==> src/rtl/uart_pkg.sv <==
// Shared UART definitions: frame state encoding, parity modes and the
// baud-divider counter width helper, common to the tx and rx blocks.
package uart_pkg;

  typedef enum logic [2:0] {
    IDLE   = 3'd0,
    START  = 3'd1,
    DATA   = 3'd2,
    PARITY = 3'd3,
    STOP   = 3'd4
  } uart_state_e;

  localparam int unsigned PARITY_NONE = 0;
  localparam int unsigned PARITY_ODD  = 1;
  localparam int unsigned PARITY_EVEN = 2;

  // Width of a counter running 0..div-1 (at least one bit).
  function automatic int unsigned div_width(input int unsigned div);
    return (div < 2) ? 1 : $clog2(div);
  endfunction

endpackage

==> src/rtl/uart_baud_tick.sv <==
// Bit-period divider: counts 0..DIV-1 and pulses tick on DIV-1.
// restart clears the count so a new frame starts with a full bit period.
module uart_baud_tick
  import uart_pkg::*;
#(
  parameter int unsigned DIV = 10
) (
  input  logic clk,
  input  logic rst_n,
  input  logic restart,
  output logic tick
);

  localparam int unsigned W = div_width(DIV);

  logic [W-1:0] cnt_q;

  // Free-running bit-period counter with synchronous restart.
  always_ff @(posedge clk or negedge rst_n) begin
    if (!rst_n) begin
      cnt_q <= '0;
    end else if (restart || (cnt_q == W'(DIV - 1))) begin
      cnt_q <= '0;
    end else begin
      cnt_q <= cnt_q + W'(1);
    end
  end

  assign tick = (cnt_q == W'(DIV - 1));

endmodule

==> src/rtl/uart_tx_frame.sv <==
// Parametrised UART transmitter with internal baud divider and a
// valid/ready payload handshake. Frame: start, DATA_BITS LSB first,
// optional parity, STOP_BITS stop bits.
// Optional parity bit compiled in with `define UART_TX_PARITY_EN.
module uart_tx_frame
  import uart_pkg::*;
#(
  parameter int unsigned CLK_FREQ    = 50_000_000,
  parameter int unsigned BAUD        = 9600,
  parameter int unsigned DATA_BITS   = 8,
  parameter int unsigned STOP_BITS   = 1,
  parameter int unsigned PARITY_MODE = 0
) (
  input  logic                 clk,
  input  logic                 rst_n,
  input  logic [DATA_BITS-1:0] tx_data,
  input  logic                 tx_valid,
  output logic                 tx_ready,
  output logic                 tx_busy,
  output logic                 tx_done,
  output logic                 rs232_tx
);

  localparam int unsigned DIV = CLK_FREQ / BAUD;
  localparam int unsigned BW  = $clog2(DATA_BITS + 1);

  if (DIV < 2) begin : g_bad_div
    $error("uart_tx_frame: CLK_FREQ/BAUD must be at least 2");
  end
  if ((DATA_BITS < 5) || (DATA_BITS > 9)) begin : g_bad_data_bits
    $error("uart_tx_frame: DATA_BITS must be 5..9");
  end
  if ((STOP_BITS < 1) || (STOP_BITS > 2)) begin : g_bad_stop_bits
    $error("uart_tx_frame: STOP_BITS must be 1 or 2");
  end
  if (PARITY_MODE > PARITY_EVEN) begin : g_bad_parity_mode
    $error("uart_tx_frame: PARITY_MODE must be 0, 1 or 2");
  end

`ifdef UART_TX_PARITY_EN
  localparam bit PAR_ON = (PARITY_MODE == PARITY_ODD) || (PARITY_MODE == PARITY_EVEN);
  logic par_q;
`endif

  uart_state_e          state_q, state_d;
  logic [DATA_BITS-1:0] shift_q, shift_d;
  logic [BW-1:0]        bit_cnt_q, bit_cnt_d;
  logic                 stop_cnt_q, stop_cnt_d;
  logic                 line_q, line_d;
  logic                 done_q, done_d;
  logic                 accept;
  logic                 tick;

  assign accept = tx_valid && (state_q == IDLE);

  uart_baud_tick #(
    .DIV (DIV)
  ) u_baud (
    .clk     (clk),
    .rst_n   (rst_n),
    .restart (accept),
    .tick    (tick)
  );

  // Next-state, shift and line value; line_d is the value for the state
  // being entered so the registered line lines up with the state register.
  always_comb begin
    state_d    = state_q;
    shift_d    = shift_q;
    bit_cnt_d  = bit_cnt_q;
    stop_cnt_d = stop_cnt_q;
    line_d     = 1'b1;
    case (state_q)
      IDLE: begin
        if (tx_valid) begin
          state_d    = START;
          shift_d    = tx_data;
          bit_cnt_d  = '0;
          stop_cnt_d = 1'b0;
        end
      end
      START: begin
        if (tick) state_d = DATA;
      end
      DATA: begin
        if (tick) begin
          shift_d = shift_q >> 1;
          if (bit_cnt_q == BW'(DATA_BITS - 1)) begin
`ifdef UART_TX_PARITY_EN
            state_d = PAR_ON ? PARITY : STOP;
`else
            state_d = STOP;
`endif
          end else begin
            bit_cnt_d = bit_cnt_q + BW'(1);
          end
        end
      end
`ifdef UART_TX_PARITY_EN
      PARITY: begin
        if (tick) state_d = STOP;
      end
`endif
      STOP: begin
        if (tick) begin
          if (stop_cnt_q == 1'(STOP_BITS - 1)) state_d = IDLE;
          else                                  stop_cnt_d = 1'b1;
        end
      end
      default: state_d = IDLE;
    endcase

    case (state_d)
      START:   line_d = 1'b0;
      DATA:    line_d = shift_d[0];
`ifdef UART_TX_PARITY_EN
      PARITY:  line_d = par_q;
`endif
      default: line_d = 1'b1;
    endcase

    done_d = (state_q == STOP) && (state_d == IDLE);
  end

  // Frame state, datapath and registered line/done outputs.
  always_ff @(posedge clk or negedge rst_n) begin
    if (!rst_n) begin
      state_q    <= IDLE;
      shift_q    <= '0;
      bit_cnt_q  <= '0;
      stop_cnt_q <= 1'b0;
      line_q     <= 1'b1;
      done_q     <= 1'b0;
    end else begin
      state_q    <= state_d;
      shift_q    <= shift_d;
      bit_cnt_q  <= bit_cnt_d;
      stop_cnt_q <= stop_cnt_d;
      line_q     <= line_d;
      done_q     <= done_d;
    end
  end

`ifdef UART_TX_PARITY_EN
  // Parity taken from the payload at acceptance, before shifting.
  always_ff @(posedge clk or negedge rst_n) begin
    if (!rst_n) begin
      par_q <= 1'b0;
    end else if (accept) begin
      par_q <= (PARITY_MODE == PARITY_ODD) ? ~^tx_data : ^tx_data;
    end
  end
`endif

  assign rs232_tx = line_q;
  assign tx_done  = done_q;
  assign tx_busy  = (state_q != IDLE);
  assign tx_ready = (state_q == IDLE);

endmodule

==> config.mk <==
export PLATFORM = sky130hd
export DESIGN_NAME = uart_tx_frame
export DESIGN_NICKNAME = d
export VERILOG_FILES = /design/src/rtl/uart_pkg.sv /design/src/rtl/uart_baud_tick.sv /design/src/rtl/uart_tx_frame.sv
export SDC_FILE = /design/constraint.sdc
export NUM_CORES = 1
export LEC_CHECK = 0
export CAP_MARGIN = 20
export CORE_ASPECT_RATIO = 0.7
export CORE_UTILIZATION = 50
export CTS_CLUSTER_DIAMETER = 50
export DETAILED_ROUTE_END_ITERATION = 10
export PLACE_DENSITY = 0.74
export RECOVER_POWER = 100
export SLEW_MARGIN = 5
export SYNTH_ARGS = -nofsm -noshare
export SYNTH_HDL_FRONTEND = slang
export SYNTH_HIERARCHICAL = 1
export SYNTH_SLANG_ARGS = --single-unit
==> constraint.sdc <==
create_clock -name clk -period 2.1 [get_ports clk]
set_input_delay 0.42 -clock clk [delete_from_list [all_inputs] [get_ports clk]]
set_output_delay 0.42 -clock clk [all_outputs]
set_load 0.005 [all_outputs]
======== After elaboration in Yosys (flattened, before gate mapping) ========
Cells that the tools add are included.
cells by class
  eq/ne operators ......................... 11
  add/sub/neg operators ................... 2
  muxes and demuxes ....................... 20
  reductions and logical operators ........ 11
operators with widths
  kind                                                  number
  two-way mux 3 bit                                     6
  two-way mux 8 bit                                     2
  case mux 8 bit (2 select lines)                       1
  adder 13 x 1 -> 13 bit (second input constant)        1
  equality test 13 bit (second input constant)          1
  two-way mux 13 bit                                    1
  two-way mux 4 bit                                     3
  case mux 3 bit (4 select lines)                       1
  != test 2 bit (second input constant)                 4
  case mux 4 bit (2 select lines)                       1
  equality test 3 x 1 -> 1 bit (second input constant)  2
  equality test 3 x 2 -> 1 bit (second input constant)  2
  zero test 3 bit                                       2
  AND reduction 3 bit                                   2
  adder 4 x 1 -> 4 bit (second input constant)          1
  equality test 4 x 3 -> 1 bit (second input constant)  1
  case mux 1 bit (2 select lines)                       2
  AND reduction 4 bit                                   1
  nonzero test 2 bit                                    2
  equality test 3 bit (second input constant)           1
  two-way mux 1 bit                                     3
  nonzero test 3 bit                                    1
  logical AND 1 bit                                     2
  logical OR 1 bit                                      1
word-level totals
  output and inout bits ................... 4
  bits in registers ....................... 31

======== Depth between registers and ports, before layout ========
  word-level depth ........................ 6
  depth in mapped cells ................... 7
  gate-level depth less buffers ........... 6

======== Cells and area by module ========
Netlist, hierarchy kept.
modules (own cells, without submodules)
  module          sequential area each (um^2)  instances  area an instance (um^2)  cells an instance
  uart_tx_frame   426.7                        1          842.1                    76
  uart_baud_tick  325.3                        1          685.7                    68

======== Least setup slack after synthesis ========
Ideal clock, no wire load.
  path kind ............................... register to register
  from .................................... register u_baud.cnt_q[9]
  to ...................................... register bit_cnt_q[3]
  setup time .............................. 77 ps
  data required time ...................... 2023 ps
  stages on the path, launching flop included .. 7
  slack ................................... 173 ps
  data arrival time ....................... 1850 ps
  cell sequence ........................... dfrtp_1 -> nor4b_1 -> and4_1 -> nand4bb_1 -> clkbuf_2 -> or4_1 -> a21oi_1
on the way
  cells in the longest elaborated chain, start to end .. 3
ends and longest elaborated chain
  element                               RTL line              RTL
  start, declared                       uart_baud_tick.sv:16  logic [W-1:0] cnt_q;
  start signal, assigned                uart_baud_tick.sv:25  cnt_q <= cnt_q + W'(1);
  equality test 13 bit                  uart_baud_tick.sv:29  assign tick = (cnt_q == W'(DIV - 1));
  named net tick                        uart_tx_frame.sv:52   logic tick;
  != test 2 bit (no source line)        -
  AND reduction 4 bit (no source line)  -
  end signal, assigned                  uart_tx_frame.sv:137  bit_cnt_q <= bit_cnt_d;
  end, declared                         uart_tx_frame.sv:47   logic [BW-1:0] bit_cnt_q, bit_cnt_d;
The timed path passes the listed nets, and every way through them passes these cells.
A chain may end at the register's enable or synchronous reset.

======== Final worst setup path ========
  from .................................... register state_q[1]
  to ...................................... output port tx_ready
on the way
  cells in the longest elaborated chain, start to end .. 1
ends and longest elaborated chain
  element                 RTL line              RTL
  start, declared         uart_tx_frame.sv:45   uart_state_e state_q, state_d;
  start signal, assigned  uart_tx_frame.sv:135  state_q <= state_d;
  zero test 3 bit         uart_tx_frame.sv:158  assign tx_ready = (state_q == IDLE);
  end, declared           uart_tx_frame.sv:18   output logic tx_ready,
No other way between the ends.

==> flow_summary.json <==
{
  "status": "complete, no violations",
  "max_cap_viol_count": 0,
  "worstPathRequired_ns": 1.68,
  "ys.flop_type": "dfrtp_1",
  "ys_warn_count": 6,
  "grt_pass1_vias": 1139,
  "tightestPinTransition_ns": 0.756,
  "placementRows": 16,
  "antenna_found_initial": 0,
  "synth_area_leaders": "dfrtp_1, a21oi_1, o21ai_0",
  "drt-met1-wl_mm": 1.62,
  "leakage_nw": 0.809,
  "finalHoldViolCount": 0,
  "fin_area_um2": 1880,
  "grt_start_max_net_pins": 31,
  "grt-ovfl-total": 0,
  "fin_skew_ns": 0.00529,
  "track_usage_pct": 23.1,
  "rsz0062_at_grt": "no",
  "min_path_cells": 1,
  "cp.arrival_ns": 1.62,
  "met3_length_um": 171,
  "die_area_um2": 3280,
  "numPortBuffers": 14,
  "io_pins": 15,
  "die_h_um": 48.2,
  "max-slew-margin-rel_pct": 49.6,
  "avgViaCountPerCell": 5.89,
  "startpoint_type": "flop",
  "worstSetupPathType": "reg -> out",
  "cts_tree": "built",
  "core_area_um2": 2840,
  "route.detailed.drc": 0,
  "initial_core_util_pct": 53.7,
  "placed_cells": 199,
  "min_period_over_period_pct": 97.2,
  "clock_latency_ns": 0.28,
  "clkSinkCount": 30,
  "drt_wl_total_mm": 3.39,
  "chipWidth_um": 68.1,
  "setup-tns-final_ns": 0,
  "hp-class": "reg -> reg",
  "syn2layout_area_growth_pct": 23.0,
  "grt_pass1_wl_mm": 5.34,
  "finalSetupViolations": 0,
  "vdd_drop_max_mv": 0.659,
  "postRouteAntennaNets": 0,
  "ff2ff_path_depth": 6,
  "startpoint": "state_q[1]",
  "drt_first_pass_iters": 4,
  "cts_max_level": 2,
  "synth.largest_area_cell": "dfrtp_1",
  "drive_above_1_share_pct": 21.5,
  "synth.cell_area_um2": 1530,
  "final_common_cell": "dfrtp_1",
  "clk_pin_slew_worst_paths_ns": 0.06,
  "dr.max_layer_used": "met4",
  "layout.cells.non_filler": 213,
  "max_freq_ghz": 0.490,
  "finalCriticalPeriod_ns": 2.04,
  "netlist.area_leader.share_pct": 47.5,
  "min_from": "state_q[1]",
  "gp_congestion": 0.796,
  "placed_area_um2": 1740,
  "cts_hold_buf": 0,
  "cts_buffers": 5,
  "async_flop_share_pct": 100,
  "final_cell_mix": "dfrtp_1, buf_4, a21oi_1, clkdlybuf4s50_1, nor2_1",
  "powerDensity_nw_per_um2": 1140,
  "cts_max_path_buffers": 2,
  "drtIter0Drc": 101,
  "synth_cell_types": 45,
  "synth-seq-cells": 30,
  "slew_viol_final": 0,
  "routedWlPerCell_um": 15.9,
  "reg2reg_from": "state_q[1]",
  "critPathMaxFanout": 5,
  "dr_wl_met2_mm": 1.55,
  "final_nets": 189,
  "hpwl_mm": 2.26,
  "vias": 1255,
  "ys_seq_area_share_pct": 49.2,
  "postSynthCellCount": 144,
  "antenna_cells": 0,
  "endpoint_kind": "primary output",
  "cts_root_buffer": "clkbuf_8",
  "syn_avg_cell_area_um2": 10.6,
  "synth-edff-count": 0,
  "synth_nets": 157
}
registers in the layout (all words and copies together), names as in the netlist:
signal and flops:
state_q 3, u_baud/cnt_q 13, shift_q 8, bit_cnt_q 4, rs232_tx 1, tx_done 1
cell type report:
class,count,area [um2]
Timing Repair Buffer,32,260
Fill cell,221,963
Inverter,8,31.3
Multi-Input combinational cell,99,678
Clock buffer,8,110
Sequential cell,30,754
Tap cell,36,45.0
path summary, 6_finish.rpt:
check	to	slack, ns
max	tx_ready	0.06
min	tx_done	0.48
max reg2reg	u_baud/cnt_q[3]	0.13
min reg2reg	tx_done	0.48
max in group asynchronous	state_q[2]	0.84
min in group asynchronous	tx_done	0.73
metrics by stage:
stage	hold slack [ns]	util [%]	worst slack, ns	total power, mW
2_1_floorplan	0.124	-	0.173	1.35
3_3_place_gp	0.479	61.1	0.101	1.53
3_5_place_dp	0.483	61.1	0.0640	1.57
4_1_cts	0.498	65.3	0.0138	2.13
5_1_grt	0.505	66.1	0.00529	2.28
6_report	0.485	66.1	0.0587	2.14
power by group:
group / total (mW) / leakage [nW] / internal (mW) / switching [mW]
registers: 0.990 / 0.368 / 0.791 / 0.200
clock network: 0.542 / 0.0575 / 0.331 / 0.212
logic: 0.604 / 0.384 / 0.298 / 0.307
total: 2.14 / 0.809 / 1.42 / 0.718
synthesized netlist by cell type, types with 2 or more instances:
cell type and number:
dfrtp_1 29, a21oi_1 11, nor2_1 10, o21ai_0 9, nand3_1 8, inv_1 7
nand2_1 6, o31ai_1 4, or3_1 4, or4_1 4, a221o_1 3, a22oi_1 3
buf_6 3, a22o_1 2, and2_1 2, and4bb_2 2, ha_1 2, nand2b_1 2
nand3b_1 2, nand4_1 2, nor4b_1 2, o32ai_1 2, or3_2 2, xor2_1 2
routing by layer:
layer,global-route usage (%),vias to the layer above
met2,35.5,42
li1,-,595
met1,31.6,613
met4,10.0,0
met5,0,-
met3,5.61,5
critical path, cell delays in order, from the launching register on:
cell	delay, ns
dfrtp_2	0.43
or3_1	0.37
inv_1	0.06
clkdlybuf4s50_1	0.49
timing repair:
item / in CTS / in global routing
pin swaps: 1 / 0
cloned: 0 / 0
gates resized for setup: 3 / 3
setup buffers: 0 / 6
setup endpoints to repair: 2 / 2
logic make-up after synthesis:
logic type                 synth area share [%]
and+or+nand+nor                            23.1
AOI/OAI and AO/OA                          17.3
DFF                                        49.2
buffers and inverters                      6.31
xor gates and xnor gates                   1.72
adders and majority gates                  1.64
muxes                                     0.737
(Power assumes the default switching activity.)
